$ cat config.mk
export PLATFORM = sky130hd
export DESIGN_NAME = axi2mem_bridge
export DESIGN_NICKNAME = d
export VERILOG_FILES = /design/src/rtl/axi2mem_bridge.sv
export SDC_FILE = /design/constraint.sdc
export NUM_CORES = 1
export LEC_CHECK = 0
export ABC_CLOCK_PERIOD_IN_PS = 5030
export CAP_MARGIN = 20
export CORE_AREA = 2 2 164 166
export CTS_CLUSTER_SIZE = 16
export DETAILED_ROUTE_END_ITERATION = 10
export DIE_AREA = 0 0 166 168
export GPL_TIMING_DRIVEN = 0
export SLEW_MARGIN = 20
export SYNTH_ARGS = -nofsm -noshare
export SYNTH_HDL_FRONTEND = slang
export SYNTH_SLANG_ARGS = --single-unit
$ cat constraint.sdc
create_clock -name clk_i -period 5.03 [get_ports clk_i]
set_clock_uncertainty 0.2 [all_clocks]
set_input_delay 1.006 -clock clk_i [delete_from_list [all_inputs] [get_ports clk_i]]
set_output_delay 1.006 -clock clk_i [all_outputs]
set_load 0.01 [all_outputs]
$ cat src/rtl/axi2mem_bridge.sv
// axi2mem_bridge: AXI4 slave (32-bit data) that turns AXI read/write bursts
// into sequential single-word req/gnt/rvalid memory accesses, one in flight.
// Ports: clk_i, rst_i (sync, active-high); AXI aw/w/b/ar/r channels;
// memory port mem_req/gnt/addr/we/be/wdata and mem_rvalid/rdata.
module axi2mem_bridge #(
   parameter int AXI4_ADDRESS_WIDTH = 32,
   parameter int AXI4_ID_WIDTH      = 16,
   parameter int AXI4_USER_WIDTH    = 10
) (
   input  logic                          clk_i,
   input  logic                          rst_i,
   input  logic [AXI4_ID_WIDTH-1:0]      aw_id_i,
   input  logic [AXI4_ADDRESS_WIDTH-1:0] aw_addr_i,
   input  logic [7:0]                    aw_len_i,
   input  logic [2:0]                    aw_size_i,
   input  logic [1:0]                    aw_burst_i,
   input  logic                          aw_lock_i,
   input  logic [3:0]                    aw_cache_i,
   input  logic [2:0]                    aw_prot_i,
   input  logic [3:0]                    aw_region_i,
   input  logic [3:0]                    aw_qos_i,
   input  logic [AXI4_USER_WIDTH-1:0]    aw_user_i,
   input  logic                          aw_valid_i,
   output logic                          aw_ready_o,
   input  logic [31:0]                   w_data_i,
   input  logic [3:0]                    w_strb_i,
   input  logic                          w_last_i,
   input  logic [AXI4_USER_WIDTH-1:0]    w_user_i,
   input  logic                          w_valid_i,
   output logic                          w_ready_o,
   output logic [AXI4_ID_WIDTH-1:0]      b_id_o,
   output logic [1:0]                    b_resp_o,
   output logic [AXI4_USER_WIDTH-1:0]    b_user_o,
   output logic                          b_valid_o,
   input  logic                          b_ready_i,
   input  logic [AXI4_ID_WIDTH-1:0]      ar_id_i,
   input  logic [AXI4_ADDRESS_WIDTH-1:0] ar_addr_i,
   input  logic [7:0]                    ar_len_i,
   input  logic [2:0]                    ar_size_i,
   input  logic [1:0]                    ar_burst_i,
   input  logic                          ar_lock_i,
   input  logic [3:0]                    ar_cache_i,
   input  logic [2:0]                    ar_prot_i,
   input  logic [3:0]                    ar_region_i,
   input  logic [3:0]                    ar_qos_i,
   input  logic [AXI4_USER_WIDTH-1:0]    ar_user_i,
   input  logic                          ar_valid_i,
   output logic                          ar_ready_o,
   output logic [AXI4_ID_WIDTH-1:0]      r_id_o,
   output logic [31:0]                   r_data_o,
   output logic [1:0]                    r_resp_o,
   output logic                          r_last_o,
   output logic [AXI4_USER_WIDTH-1:0]    r_user_o,
   output logic                          r_valid_o,
   input  logic                          r_ready_i,
   output logic                          mem_req_o,
   input  logic                          mem_gnt_i,
   output logic [AXI4_ADDRESS_WIDTH-1:0] mem_addr_o,
   output logic                          mem_we_o,
   output logic [3:0]                    mem_be_o,
   output logic [31:0]                   mem_wdata_o,
   input  logic                          mem_rvalid_i,
   input  logic [31:0]                   mem_rdata_i
);

   localparam int AW = AXI4_ADDRESS_WIDTH;
   localparam int IW = AXI4_ID_WIDTH;

   typedef enum logic [2:0] {
      IDLE, RD_REQ, RD_WAIT, RD_RESP,
      WR_DATA, WR_REQ, WR_WAIT, WR_RESP
   } state_t;

   state_t        state_q, state_d;
   logic [IW-1:0] id_q, id_d;
   logic [AW-1:0] addr_q, addr_d;
   logic [7:0]    len_q, len_d;
   logic [7:0]    cnt_q, cnt_d;
   logic [1:0]    burst_q, burst_d;
   logic          last_wr_q, last_wr_d;
   logic          err_q, err_d;
   logic          werr_q, werr_d;
   logic [31:0]   rdata_q, rdata_d;
   logic [31:0]   wdata_q, wdata_d;
   logic [3:0]    strb_q, strb_d;

   logic          last_beat;
   logic [AW-1:0] next_addr;
   logic          unused_ok;

   assign last_beat = (cnt_q == len_q);
   assign next_addr = (burst_q == 2'b01) ? addr_q + AW'(4) : addr_q;

   // Alternate on a tie: a write wins unless the previous one was a write.
   assign aw_ready_o = (state_q == IDLE) && aw_valid_i
                     && (!ar_valid_i || !last_wr_q);
   assign ar_ready_o = (state_q == IDLE) && ar_valid_i && !aw_ready_o;
   assign w_ready_o  = (state_q == WR_DATA);

   // Error transactions never touch memory.
   assign mem_req_o   = ((state_q == RD_REQ) && !err_q)
                      || (state_q == WR_REQ);
   assign mem_we_o    = (state_q == WR_REQ);
   assign mem_be_o    = (state_q == WR_REQ) ? strb_q : 4'hF;
   assign mem_wdata_o = wdata_q;
   assign mem_addr_o  = {addr_q[AW-1:2], 2'b00};

   assign r_valid_o = (state_q == RD_RESP);
   assign r_data_o  = rdata_q;
   assign r_last_o  = r_valid_o && last_beat;
   assign r_resp_o  = (r_valid_o && err_q) ? 2'b10 : 2'b00;
   assign r_id_o    = id_q;
   assign r_user_o  = '0;

   assign b_valid_o = (state_q == WR_RESP);
   assign b_resp_o  = (b_valid_o && (err_q || werr_q)) ? 2'b10 : 2'b00;
   assign b_id_o    = id_q;
   assign b_user_o  = '0;

   assign unused_ok = ^{aw_lock_i, aw_cache_i, aw_prot_i, aw_region_i,
                        aw_qos_i, aw_user_i, ar_lock_i, ar_cache_i,
                        ar_prot_i, ar_region_i, ar_qos_i, ar_user_i,
                        w_user_i};

   always_comb begin
      state_d   = state_q;
      id_d      = id_q;
      addr_d    = addr_q;
      len_d     = len_q;
      cnt_d     = cnt_q;
      burst_d   = burst_q;
      last_wr_d = last_wr_q;
      err_d     = err_q;
      werr_d    = werr_q;
      rdata_d   = rdata_q;
      wdata_d   = wdata_q;
      strb_d    = strb_q;
      unique case (state_q)
         IDLE: begin
            if (aw_ready_o) begin
               id_d      = aw_id_i;
               addr_d    = aw_addr_i;
               len_d     = aw_len_i;
               burst_d   = aw_burst_i;
               cnt_d     = 8'd0;
               last_wr_d = 1'b1;
               err_d     = (aw_size_i != 3'b010) || aw_burst_i[1];
               werr_d    = 1'b0;
               state_d   = WR_DATA;
            end else if (ar_ready_o) begin
               id_d      = ar_id_i;
               addr_d    = ar_addr_i;
               len_d     = ar_len_i;
               burst_d   = ar_burst_i;
               cnt_d     = 8'd0;
               last_wr_d = 1'b0;
               err_d     = (ar_size_i != 3'b010) || ar_burst_i[1];
               werr_d    = 1'b0;
               state_d   = RD_REQ;
            end
         end
         RD_REQ: begin
            if (err_q) begin
               rdata_d = '0;
               state_d = RD_RESP;
            end else if (mem_gnt_i) begin
               state_d = RD_WAIT;
            end
         end
         RD_WAIT: begin
            if (mem_rvalid_i) begin
               rdata_d = mem_rdata_i;
               state_d = RD_RESP;
            end
         end
         RD_RESP: begin
            if (r_ready_i) begin
               if (last_beat) begin
                  state_d = IDLE;
               end else begin
                  addr_d  = next_addr;
                  cnt_d   = cnt_q + 8'd1;
                  state_d = RD_REQ;
               end
            end
         end
         WR_DATA: begin
            if (w_valid_i) begin
               wdata_d = w_data_i;
               strb_d  = w_strb_i;
               if (w_last_i != last_beat) werr_d = 1'b1;
               if (!err_q) state_d = WR_REQ;
               else if (last_beat) state_d = WR_RESP;
               else cnt_d = cnt_q + 8'd1;
            end
         end
         WR_REQ: begin
            if (mem_gnt_i) state_d = WR_WAIT;
         end
         WR_WAIT: begin
            if (mem_rvalid_i) begin
               if (last_beat) begin
                  state_d = WR_RESP;
               end else begin
                  addr_d  = next_addr;
                  cnt_d   = cnt_q + 8'd1;
                  state_d = WR_DATA;
               end
            end
         end
         WR_RESP: begin
            if (b_ready_i) state_d = IDLE;
         end
         default: state_d = IDLE;
      endcase
   end

   always_ff @(posedge clk_i) begin
      if (rst_i) begin
         state_q   <= IDLE;
         id_q      <= '0;
         addr_q    <= '0;
         len_q     <= '0;
         cnt_q     <= '0;
         burst_q   <= '0;
         last_wr_q <= 1'b0;
         err_q     <= 1'b0;
         werr_q    <= 1'b0;
         rdata_q   <= '0;
         wdata_q   <= '0;
         strb_q    <= '0;
      end else begin
         state_q   <= state_d;
         id_q      <= id_d;
         addr_q    <= addr_d;
         len_q     <= len_d;
         cnt_q     <= cnt_d;
         burst_q   <= burst_d;
         last_wr_q <= last_wr_d;
         err_q     <= err_d;
         werr_q    <= werr_d;
         rdata_q   <= rdata_d;
         wdata_q   <= wdata_d;
         strb_q    <= strb_d;
      end
   end

endmodule

==> reports/metrics.csv, run 1 <==
stage;metric;value;unit
worst_setup_path;Worst R2R End;addr_q[18];
power;PD cells;470;mW/mm²
timing;Worst-Margin Slew;0.829;ns
die;Die Span X;166;µm
worst_hold_path;hold path startpoint;mem_wdata_o[31];
global_route;vias in the first global route;7687;
logic_synthesis;EDFF count, synth;0;
clocking;CTS Root Cell;clkbuf_16;
power;peak supply drop;0.232;mV
worst_setup_path;startpoint types;primary input;
logic_synthesis;Synth Instances;939;
place;Port Buffers;334;
worst_setup_path;CP required;3.82;ns
final_layout;Area Overhead vs Synth;64.3;%
clocking;clk buf depth;2;
run;Max-Cap Viols;0;
logic_synthesis;ys flop type;dfxtp_1;
global_route;grt total ovfl;0;
detailed_routing;WL final;27800;µm
worst_setup_path;crit path max fanout;10;
worst_setup_path;Reg2Reg Depth;8;
detailed_routing;via count;7958;
timing;setup violators final;0;
logic_synthesis;ys async rst share;0;
timing;RSZ-0062 raised after global routing;false;
worst_setup_path;internal reg-to-reg setup slack;2.29;ns
timing;hold slack;0.253;ns
die;I/O pin cnt;426;
logic_synthesis;Seq cells post-synth;138;
timing;Setup TNS;0;ns
logic_synthesis;most area-consuming cells after synthesis;dfxtp_1 (40%), nand2_1 (12%), a21oi_1 (6.9%);
power;Pleak;0.00423;µW
place;pre-CTS setup slack;0.379;ns
worst_hold_path;hold depth;2;
timing;fin crit period;4.62;ns
final_layout;# nets final;1579;
detailed_routing;Routed Antenna Nets;0;
place;Post-DP HPWL;20700;µm
final_layout;most frequent cells in the layout;clkdlybuf4s50_1 (334), nand2_1 (225), dfxtp_1 (138);
logic_synthesis;Avg Cell Area, Syn;7.41;µm²
clocking;htree depth;4;
logic_synthesis;synthesized area;0.00696;mm²
final_layout;share of cells above drive strength 1;0.0873;
timing;Slew Limit Fails;0;
timing;Worst slew margin;0.447;
final_layout;fin util;0.434;
worst_setup_path;worst setup path class;in -> out;
die;Core Region;0.0264;mm²
clocking;CTS sink cnt;138;
logic_synthesis;post-synth cell types;62;
clocking;cts hold-fix bufs;0;
global_route;antenna violations before repair;1;
logic_synthesis;sequential element share of the synthesized area;0.397;
clocking;clock transition at the registers of the reported paths;0.06;ns
final_layout;most common cell after layout, fill and taps aside;clkdlybuf4s50_1;
global_route;global-route wire length before repair;42800;µm
worst_hold_path;WHS Endpoint;mem_wdata_o[31];
clocking;CTS tree;done;
logic_synthesis;Synth area leader;dfxtp_1;
place;routability cong.;0.814;
timing;fmax;0.216;GHz
worst_setup_path;Critical Path End Type;output port;
detailed_routing;Avg WL per Cell;16.6;µm
die;Die Footprint;0.0279;mm²
timing;final worst path period share;0.919;
detailed_routing;drc violations;0;
clocking;postcts setup bufs;0;
clocking;Inserted Clock Buffers;17;
logic_synthesis;Ys Warns;0;
die;row count;60;
die;die span in y;168;µm
global_route;largest net degree at the start of global routing;17;
worst_setup_path;worst path arrival time;3.42;ns
detailed_routing;Via density;4.77;
worst_hold_path;Hold Crit Class;reg -> reg;
clocking;post-cts repair resize count;0;
detailed_routing;drt pass-1 iters;7;
run_status;status;finished clean;
detailed_routing;drt first-iter violations;472;
logic_synthesis;share of the synthesized area in the top cell type;0.397;
die;Initial Util;0.264;
worst_setup_path;RR Startpoint;state_q[1];
timing;post-route setup slack;0.408;ns
global_route;overall global routing resource usage;0.193;
clocking;worst skew pair latency;0.44;ns
timing;final hold vios;0;
## worst max path at each step
stage | startpoint | endpoint | slack, ns | cells past startpoint
global placement | ar_valid_i | ar_ready_o | 0.35 | 7
finish | ar_valid_i | ar_ready_o | 0.41 | 7
global route | ar_valid_i | ar_ready_o | 0.19 | 7
floorplan | ar_valid_i | ar_ready_o | 1.95 | 5
CTS | ar_valid_i | ar_ready_o | 0.36 | 7
detailed placement | ar_valid_i | ar_ready_o | 0.38 | 7
## stage by stage
step	total power [µW]	instance area [µm²]	std cells
final	5370	11400	1670
after global routing	5700	11400	1670
after detailed placement	4050	10800	1637
after CTS	5410	11400	1669
after floorplan	2900	7050	962
after global placement	4040	10800	1637
## Yosys cell counts (6+ instances only)
cell type  number
a21oi_1        96
a22oi_1        33
a311oi_1       27
a31oi_1         9
and3_1          8
buf_1           6
buf_2          20
buf_4          41
clkbuf_1       44
dfxtp_1       138
inv_1           8
nand2_1       225
nand3_1        31
nor2_1         84
nor3_1         27
nor4_1          7
o21ai_0        39
or3_1           6
xnor2_1        14
## per-layer routing
layer,wire length [µm],part of all wire,GRT usage
met1,11500,0.42,0.231
met2,13500,0.49,0.335
met3,2210,0.079,0.0562
met4,535,0.019,0.0575
met5,0,0,0
## cell families (layout without fill, tap and decap cells)
family / Yosys count / count (layout) / synth area share
AOI/OAI and AO/OA: 235 / 235 / 0.216
xor gates and xnor gates: 15 / 15 / 0.0189
adders and majority gates: 2 / 2 / 0.00360
buffers and inverters: 120 / 486 / 0.0904
DFF: 138 / 138 / 0.397
muxes: 2 / 2 / 0.00288
other: 1 / 25 / 0.000539
and+or+nand+nor: 426 / 426 / 0.271
## state kept, by name, indices dropped and copies added, names as in the netlist
name,cells
len_q,8
werr_q,1
r_data_o,32
mem_wdata_o,32
addr_q,30
state_q,3
err_q,1
cnt_q,8
b_id_o,16
burst_q,2
last_wr_q,1
strb_q,4
## cell type report
class / count / area [µm²]
clock buffer: 18 / 439
timing repair buffer: 334 / 3340
inverter: 9 / 33.8
antenna: 1 / 2.50
tap: 341 / 427
clock inverter: 14 / 174
fill: 2666 / 14900
multi-input combinational: 704 / 3650
buffer: 111 / 596
sequential: 138 / 2760
## critical path, cell delays in order
cell,delay [ns]
clkdlybuf4s50_1,0.57
nand2_1,0.07
nand3_1,0.19
buf_2,0.31
buf_1,0.46
and3_1,0.23
clkdlybuf4s50_1,0.58
## power by group
group / leakage (µW) / switching [µW] / internal [µW]
Sequential: 0.00113 / 238 / 1340
Combinational: 0.00280 / 1320 / 1120
Clock: 0.000301 / 575 / 768
Total: 0.00423 / 2140 / 3230
No activity file was read; power rests on OpenSTA's default activity.
==> run 2, diff against run 1 <==
- ABC_CLOCK_PERIOD_IN_PS: 5030 -> 5600
- clock period: 5.03 -> 5.6 ns (I/O delays scaled with it)
==> results of run 2 <==
Same layout as run 1 (identical final DEF). Status: finished clean.
Main changes from that run: setup slack after placement 0.379 ns -> 0.721 ns; setup slack after layout 0.408 ns -> 0.750 ns; register-to-register setup slack 2.29 ns -> 2.86 ns; total power 5370 µW -> 4830 µW; worst IR drop on VDD 0.232 mV -> 0.209 mV
